`src/rtl/rv32i_control_pkg.sv`:
```
// Shared control types for the RV32I pipeline sequencer: hazard FSM states,
// the bundle of stage-register stall/flush enables, and register-file width.
package rv32i_control_pkg;

    localparam int unsigned REG_ADDR_W = 5;

    typedef enum logic [1:0] {
        HZ_RUN         = 2'd0,
        HZ_WAIT_GNT    = 2'd1,
        HZ_WAIT_RVALID = 2'd2
    } hazard_state_e;

    typedef struct packed {
        logic pc_stall;
        logic if_id_stall;
        logic if_id_flush;
        logic id_ex_stall;
        logic id_ex_flush;
        logic ex_mem_stall;
        logic mem_wb_flush;
    } pipe_ctrl_t;

    localparam pipe_ctrl_t PIPE_CTRL_IDLE = '0;

endpackage

```
`src/rtl/rv32i_load_use_detector.sv`:
```
// Combinational load-use hazard compare: the ID instruction reads a register
// that the load currently in EX has not produced yet. x0 never hazards.
module rv32i_load_use_detector
    import rv32i_control_pkg::*;
(
    input  logic [REG_ADDR_W-1:0] id_rs1_addr_i,
    input  logic [REG_ADDR_W-1:0] id_rs2_addr_i,
    input  logic                  id_uses_rs1_i,
    input  logic                  id_uses_rs2_i,
    input  logic [REG_ADDR_W-1:0] ex_rd_addr_i,
    input  logic                  ex_memread_i,
    output logic                  hazard_o
);

    logic rs1_hit;
    logic rs2_hit;

    // Match each used ID source against the EX load destination.
    always_comb begin
        rs1_hit  = id_uses_rs1_i && (id_rs1_addr_i == ex_rd_addr_i);
        rs2_hit  = id_uses_rs2_i && (id_rs2_addr_i == ex_rd_addr_i);
        hazard_o = ex_memread_i && (ex_rd_addr_i != '0) && (rs1_hit || rs2_hit);
    end

endmodule

```
`src/rtl/rv32i_hazard_controller.sv`:
```
// Central pipeline sequencer: load-use bubbles, data-memory wait freeze,
// wrong-path squash on EX redirects, a memory watchdog and a saturating
// count of cycles in which the PC was held.
//
// Data-memory handshake: dmem_req_i is held by the MEM stage until the access
// completes; a request is accepted in the cycle dmem_gnt_i is high; a store
// completes on acceptance, a load completes in the first cycle after
// acceptance in which dmem_rvalid_i is high (rvalid in the grant cycle itself
// does not count). The pipeline is frozen in every cycle the access has not
// completed, and released in the completing cycle.
module rv32i_hazard_controller
    import rv32i_control_pkg::*;
#(
    parameter int unsigned MEM_TIMEOUT = 256,
    parameter int unsigned STALL_CNT_W = 32
) (
    input  logic                   clk_i,
    input  logic                   rst_ni,
    input  logic [4:0]             id_rs1_addr_i,
    input  logic [4:0]             id_rs2_addr_i,
    input  logic                   id_uses_rs1_i,
    input  logic                   id_uses_rs2_i,
    input  logic [4:0]             ex_rd_addr_i,
    input  logic                   ex_memread_i,
    input  logic                   branch_taken_i,
    input  logic                   dmem_req_i,
    input  logic                   dmem_we_i,
    input  logic                   dmem_gnt_i,
    input  logic                   dmem_rvalid_i,
    output logic                   pc_stall_o,
    output logic                   if_id_stall_o,
    output logic                   if_id_flush_o,
    output logic                   id_ex_stall_o,
    output logic                   id_ex_flush_o,
    output logic                   ex_mem_stall_o,
    output logic                   mem_wb_flush_o,
    output logic                   mem_err_o,
    output logic [STALL_CNT_W-1:0] stall_cnt_o,
    output hazard_state_e          dbg_state_o
);

    // The wait counter only has to reach MEM_TIMEOUT-1 before the abort.
    localparam int unsigned WAIT_CNT_W = (MEM_TIMEOUT > 1) ? $clog2(MEM_TIMEOUT) : 1;
    localparam logic [WAIT_CNT_W-1:0] WAIT_LAST = WAIT_CNT_W'(MEM_TIMEOUT - 1);
    localparam bit WDOG_EN = (MEM_TIMEOUT != 0);

    hazard_state_e          state_q;
    hazard_state_e          state_d;
    logic [WAIT_CNT_W-1:0]  wait_cnt_q;
    logic [WAIT_CNT_W-1:0]  wait_cnt_d;
    logic [STALL_CNT_W-1:0] stall_cnt_q;
    logic [STALL_CNT_W-1:0] stall_cnt_d;
    logic                   waiting;
    logic                   abort;
    logic                   mem_wait;
    logic                   load_use;
    pipe_ctrl_t             ctrl;

    rv32i_load_use_detector u_load_use (
        .id_rs1_addr_i (id_rs1_addr_i),
        .id_rs2_addr_i (id_rs2_addr_i),
        .id_uses_rs1_i (id_uses_rs1_i),
        .id_uses_rs2_i (id_uses_rs2_i),
        .ex_rd_addr_i  (ex_rd_addr_i),
        .ex_memread_i  (ex_memread_i),
        .hazard_o      (load_use)
    );

    // State register plus watchdog and stall-cycle counters.
    always_ff @(posedge clk_i or negedge rst_ni) begin
        if (!rst_ni) begin
            state_q     <= HZ_RUN;
            wait_cnt_q  <= '0;
            stall_cnt_q <= '0;
        end else begin
            state_q     <= state_d;
            wait_cnt_q  <= wait_cnt_d;
            stall_cnt_q <= stall_cnt_d;
        end
    end

    // Decide whether the current memory access is still outstanding this
    // cycle, and whether the watchdog gives up on it instead.
    always_comb begin
        case (state_q)
            HZ_RUN:         waiting = dmem_req_i && (!dmem_gnt_i || !dmem_we_i);
            HZ_WAIT_GNT:    waiting = !(dmem_gnt_i && dmem_we_i);
            HZ_WAIT_RVALID: waiting = !dmem_rvalid_i;
            default:        waiting = 1'b0;
        endcase
        abort    = WDOG_EN && waiting && (wait_cnt_q == WAIT_LAST);
        mem_wait = waiting && !abort;
    end

    // Next-state logic; the watchdog counter spans the whole access, from
    // the request cycle in RUN until release or abort.
    always_comb begin
        state_d = state_q;
        case (state_q)
            HZ_RUN: begin
                if (dmem_req_i) begin
                    if (!dmem_gnt_i) begin
                        state_d = HZ_WAIT_GNT;
                    end else if (!dmem_we_i) begin
                        state_d = HZ_WAIT_RVALID;
                    end
                end
            end
            HZ_WAIT_GNT: begin
                if (dmem_gnt_i) begin
                    state_d = dmem_we_i ? HZ_RUN : HZ_WAIT_RVALID;
                end
            end
            HZ_WAIT_RVALID: begin
                if (dmem_rvalid_i) begin
                    state_d = HZ_RUN;
                end
            end
            default: state_d = HZ_RUN;
        endcase
        if (abort) begin
            state_d = HZ_RUN;
        end

        if (!waiting || abort) begin
            wait_cnt_d = '0;
        end else if (wait_cnt_q != '1) begin
            wait_cnt_d = wait_cnt_q + WAIT_CNT_W'(1);
        end else begin
            wait_cnt_d = wait_cnt_q;
        end
    end

    // Stage enables: a memory freeze dominates; otherwise a redirect squashes
    // IF/ID and ID/EX and lets the PC move; otherwise a load-use inserts one bubble.
    always_comb begin
        ctrl = PIPE_CTRL_IDLE;
        if (mem_wait) begin
            ctrl.pc_stall     = 1'b1;
            ctrl.if_id_stall  = 1'b1;
            ctrl.id_ex_stall  = 1'b1;
            ctrl.ex_mem_stall = 1'b1;
            ctrl.mem_wb_flush = 1'b1;
        end else if (branch_taken_i) begin
            ctrl.if_id_flush  = 1'b1;
            ctrl.id_ex_flush  = 1'b1;
        end else if (load_use) begin
            ctrl.pc_stall     = 1'b1;
            ctrl.if_id_stall  = 1'b1;
            ctrl.id_ex_flush  = 1'b1;
        end
    end

    // Count PC-hold cycles, sticking at all-ones.
    always_comb begin
        stall_cnt_d = stall_cnt_q;
        if (ctrl.pc_stall && (stall_cnt_q != '1)) begin
            stall_cnt_d = stall_cnt_q + STALL_CNT_W'(1);
        end
    end

    assign pc_stall_o     = ctrl.pc_stall;
    assign if_id_stall_o  = ctrl.if_id_stall;
    assign if_id_flush_o  = ctrl.if_id_flush;
    assign id_ex_stall_o  = ctrl.id_ex_stall;
    assign id_ex_flush_o  = ctrl.id_ex_flush;
    assign ex_mem_stall_o = ctrl.ex_mem_stall;
    assign mem_wb_flush_o = ctrl.mem_wb_flush;
    assign mem_err_o      = abort;
    assign stall_cnt_o    = stall_cnt_q;
    assign dbg_state_o    = state_q;

endmodule

```
`config.mk`:
```
export PLATFORM = sky130hd
export DESIGN_NAME = rv32i_hazard_controller
export DESIGN_NICKNAME = d
export VERILOG_FILES = /design/src/rtl/rv32i_control_pkg.sv /design/src/rtl/rv32i_load_use_detector.sv /design/src/rtl/rv32i_hazard_controller.sv
export SDC_FILE = /design/constraint.sdc
export NUM_CORES = 1
export LEC_CHECK = 0
export ABC_AREA = 1
export CAP_MARGIN = 25
export CORE_ASPECT_RATIO = 0.75
export CORE_MARGIN = 1.5
export CORE_UTILIZATION = 55
export CTS_BUF_LIST = sky130_fd_sc_hd__clkbuf_2 sky130_fd_sc_hd__clkbuf_4 sky130_fd_sc_hd__clkbuf_8
export CTS_CLUSTER_DIAMETER = 50
export DETAILED_ROUTE_END_ITERATION = 8
export GPL_ROUTABILITY_DRIVEN = 0
export PLACE_DENSITY = 0.86
export SYNTH_ARGS = -nofsm -noshare
export SYNTH_HDL_FRONTEND = slang
export SYNTH_HIERARCHICAL = 1
export SYNTH_SLANG_ARGS = --single-unit
```
`constraint.sdc`:
```
create_clock -name clk_i -period 3.3 [get_ports clk_i]
set_input_delay 0.495 -clock clk_i [delete_from_list [all_inputs] [get_ports clk_i]]
set_output_delay 0.495 -clock clk_i [all_outputs]
set_load 0.02 [all_outputs]
```
==> impl_metrics.toml <==
[run_status]
outcome = "finished clean"

[route]
firstDrtPassIters = 5
avgViaCountPerCell = 5.146
detail_route.wirelength_mm = 7.620
drc_errors = 0
num_vias = 3057
drt-initial-drc-count = 213
ant_nets = 0
wl_per_cell_um = 12.83

[floorplan]
rows = 22
fp.coreArea_sq_um = 5037
die_y_um = 66.61
die_w_um = 87.81
initial_utilization = 0.5889
die-area_sq_um = 5848
io_pins = 67

[logic_synthesis]
yosys.cell_types.count = 24
synth_edf_count = 0
synth_area_leader_cell = "dfrtp_1"
ys_ff_latch = 42
synthFlopType = "dfrtp_1"
ys_warn_count = 6
netlist_top_cells_area = "dfrtp_1 (35%), nand2_1 (26%), nor2_1 (9.4%), nand2_2 (5.3%), nand3b_1 (4.0%)"
ys_seq_area_frac = 0.3543
syn_nets = 482
synth_top_area_share = 0.3543
synthesis.area_sq_um = 2967
synthArstFlopShare = 1.000
synthCells = 455
synth.avg_cell_area_sq_um = 6.520

[sta]
fin_crit_ns = 2.942
rsz0062_at_grt = "false"
clock_skew_ns = 0.008575
max_freq_mhz = 339.9
whs_ns = 0.1583
drv_slew = 0
hold_viol_final = 0
slew_headroom = 0.6673
tns_ns = 0
finalCritPeriodShare = 0.8915
fin_ws_ns = 0.3580
setup_viol = 0
worstMarginPinSlew_ns = 0.4990

[grt]
grt_overflow = 0
busiest_layer = "met2"
grt_first_pass_wirelength_mm = 13.03
grt_pass1_vias = 2850
grt_use_met1 = 0.4041
grt_max_degree = 43
grtUsageTotal = 0.2862
use_met3 = 0.06444
gr-usage-met2 = 0.4475
antenna_found_initial = 0

[layout]
drive_gt1_frac = 0.08621
layout_common_cells = "nand2_1 (208), nor2_1 (74), clkdlybuf4s50_1 (65), dfrtp_1 (42), inv_1 (28)"
n_antenna_cell = 0
final_common_cell = "nand2_1"
design_area_sq_um = 3775
finish.utilization = 0.7494
nets = 548
ff_latch_area_sq_um = 1051
nFillCells = 401
multi_input_area_sq_um = 1712
final_cells = 594
syn2layout_area_growth_pct = 27.25

[setup_path]
r2r_cells = 10
cp_max_fo = 6
critPathRequiredTime_ns = 2.80
worstSetupPathType = "input port to primary output"
critPathCaptureType = "primary output"
cp-start-kind = "input port"
cp_data_arrival_time_ns = 2.45

[cts]
cts_sinks = 42
clk_latency_ns = 0.30
cts_tree = "built"
clk_pin_slew_ns = 0.08
cts_htree_levels = 2
cts-root-buf = "clkbuf_8"
numCtsBuffers = 5
cts_hold_buf = 0
cts-resized-gates = 0
cts_buffer_depth = 2
post_cts_buffers = 0

[placement]
placed_area_sq_um = 3633
pre_cts_ws_ns = 0.3702
dp.cells = 585
io_buffers = 66
dp_hpwl_mm = 5.617

[power]
internal_power_mw = 1.056
leakage_nw = 1.843
ir_worst_vdd_uv = 512.8
swShare = 0.4014
power_frac_seq = 0.358
power_mw = 1.764
p_per_area_nw_per_um2 = 467.2
comb_power_share = 0.406
power_frac_clock = 0.236
p_switching_uw = 707.9

[min_path]
hp-class = "input port to async pin"

[job]
drv_cap = 0
==> path summary, 6_finish.rpt <==
kind	start	endpoint	slack, ns
worst max-delay path	ex_rd_addr_i[0]	if_id_stall_o	0.36
worst min-delay path	rst_ni	stall_cnt_o[2]$_DFFE_PN0P_	0.16
worst max register to register	stall_cnt_o[0]$_DFFE_PN0P_	stall_cnt_o[29]$_DFFE_PN0P_	1.16
worst min register to register	wait_cnt_q[0]$_DFFE_PN0P_	wait_cnt_q[0]$_DFFE_PN0P_	0.46
max in group asynchronous	rst_ni	stall_cnt_o[26]$_DFFE_PN0P_	2.65
min in group clk_i	wait_cnt_q[0]$_DFFE_PN0P_	wait_cnt_q[0]$_DFFE_PN0P_	0.46
==> layer usage <==
| metal | share of wire | vias up | wire length, um |
|---|---|---|---|
| met4 | 0.0092 | 0 | 70 |
| met2 | 0.43 | 142 | 3293 |
| met1 | 0.47 | 1384 | 3556 |
| li1 | - | 1520 | - |
| met5 | 0 | - | 0 |
| met3 | 0.092 | 11 | 699 |
==> power by group through the flow <==
| stage | sequential [mW] | combinational [mW] | clock [mW] |
|---|---|---|---|
| final | 0.631 | 0.716 | 0.416 |
| after global routing | 0.639 | 0.780 | 0.445 |
| after CTS | 0.629 | 0.714 | 0.420 |
| after detailed placement | 0.638 | 0.712 | 0 |
| after global placement | 0.636 | 0.693 | 0 |
| after floorplan | 0.669 | 0.485 | 0 |
==> synth_stat cells (4+ instances only) <==
cell type,number
a21oi_1,6
buf_6,5
dfrtp_1,42
inv_1,28
nand2_1,208
nand2_2,25
nand3_1,10
nand3b_1,16
nor2_1,74
o21ai_0,6
xnor2_1,4
xor2_1,11
==> worst max-delay path, stage by stage <==
cell	delay (ns)
clkdlybuf4s50_1	0.54
nor2_1	0.07
nor2_1	0.15
nand3_1	0.10
a21oi_1	0.20
nand2_1	0.09
nand2_2	0.17
clkdlybuf4s50_1	0.63
==> sequential cells by signal, indices dropped and copies added (netlist names) <==
register and flops:
wait_cnt_q 8, dbg_state_o 2, stall_cnt_o 32
==> cell families (layout without fill, tap and decap cells) <==
group	count (synthesis)	after routing	synth area share
AND/OR/NAND/NOR	342	342	0.5006
adder cells (fa/ha/maj)	2	2	0.008434
buffers and inverters	40	107	0.06875
AO/OA/AOI/OAI	14	14	0.02362
flip-flops	42	42	0.3543
XOR/XNOR	15	15	0.04428
==> cell type report <==
cell class / instances / share of cell area
timing repair buffer: 67 / 0.1810
multi-input combinational: 373 / 0.4534
inverter: 32 / 0.03315
tap: 72 / 0.02386
clock buffer: 6 / 0.02022
clock inverter: 2 / 0.009944
sequential: 42 / 0.2784
Note: power is estimated with default switching activity, not from simulation.
==> RTL change, RTL diff (same settings) <==
Change the package constant `PIPE_CTRL_IDLE` from '0 to 1.
--- a/src/rtl/rv32i_control_pkg.sv
+++ b/src/rtl/rv32i_control_pkg.sv
@@ -20,7 +20,7 @@
         logic mem_wb_flush;
     } pipe_ctrl_t;
 
-    localparam pipe_ctrl_t PIPE_CTRL_IDLE = '0;
+    localparam pipe_ctrl_t PIPE_CTRL_IDLE = 1;
 
 endpackage
 
Formal check against the unedited RTL: not equivalent (a bounded check fails within 4 cycles, from zero or initial values and one cycle with rst_ni low).
==> RTL change against the unedited design <==
Area after synthesis is 0.13% higher. Routed wire length is 5.2% lower. Worst setup slack worse by 0.035 ns. Total power is 2.2% lower. Cell area is 0.89% lower. Highest routed layer unchanged. Sequential cell count stayed put. Global-route usage is 0.40 points lower. Combinational power is 5.3% lower. Critical path type unchanged. Synthesized cell count is 0.22% higher.
==> RTL change: results (changes against the unedited design) <==
pg_seq_uw: 632  # was 631 uW
synth-seq-area-share: 0.354  # about the same
cts.path.max_buffers: 2  # unchanged
timing.fmax_mhz: 336  # was 340 MHz
clock_skew_ns: 0.00526  # was 0.00858 ns
holdWs_ns: 0.315  # was 0.158 ns
syn_area_per_cell_um2: 6.51  # was 6.52 um2
synthDistinctLibCells: 25  # was 24
crit_start: "ex_rd_addr_i[3]"  # was ex_rd_addr_i[0]
numPortBuffers: 65  # was 66
wirelength_um: 7220  # was 7620 um
placed_area_um2: 3630  # about the same
vias: 3004  # was 3057
synth_compound_area_frac: 0.0236  # about the same
leakage_nw: 1.83  # was 1.84 nW
pg_comb_uw: 678  # was 716 uW
status: "completed"  # unchanged
yosys-top-cells-area: "dfrtp_1 (35%), nand2_1 (26%), nor2_1 (9.4%), nand2_2 (5.3%), nand3b_1 (4.0%)"  # unchanged
finalNetCount: 547  # was 548
synthAdderAreaFrac: 0.00842  # was 0.00844
syn_nets: 483  # was 482
grt.total_usage: 0.282  # was 0.286
dpl.hpwl_um: 5540  # was 5620 um
synth_xor_area_frac: 0.0442  # was 0.0443
synthMuxAreaShare: 0  # unchanged
wl_met1_um: 3440  # was 3560 um
avgViaCountPerCell: 5.07  # was 5.15
wl_met3_um: 595  # was 699 um
r2r_slack_ns: 1.17
synthFlopType: "dfrtp_1"  # unchanged
layout-drive-gt1-share: 0.0845  # was 0.0862
r2r_end: "stall_cnt_o[7]$_DFFE_PN0P_"  # was stall_cnt_o[29]$_DFFE_PN0P_
grt_pass1_vias: 2796  # was 2850
grt_pass1_wl_um: 12700  # was 13000 um
vdd_drop_max_mv: 0.439  # was 0.513 mV
dr_wl_met2_um: 3070  # was 3290 um
worstPathArrival_ns: 2.48  # was 2.45 ns
worst_slew_pin_slew_ns: 0.890  # was 0.499 ns
==> RTL change: changes by cell type in the layout (fill, tap and decap cells not counted) <==
cell and delta:
buf_16 -1, clkdlybuf4s50_1 -1, conb_1 +1
==> RTL change: area by class of cell <==
type	count	area, um2
multi-input cells	374	1720
inverters	32	125
clock inverters	2	37.5
repair buffers	65	646
clock buffers	6	76.3
well taps	72	90.1
flip-flops and latches	42	1050
fillers	407	1300
==> RTL change: layer usage <==
| metal | vias to the layer above | GRT usage |
|---|---|---|
| met4 | 0 | 0.0913 |
| met2 | 129 | 0.436 |
| met3 | 15 | 0.0483 |
| li1 | 1527 | - |
| met1 | 1333 | 0.400 |
| met5 | - | 0 |
==> RTL change: critical path, cell delays in order <==
cell             delay [ns]
clkdlybuf4s50_1        0.52
inv_2                  0.07
nand2_1                0.07
nand2_1                0.05
nor2_1                 0.10
nand3_1                0.07
a21oi_1                0.20
nand2_1                0.09
nand2_2                0.17
clkdlybuf4s50_1        0.64
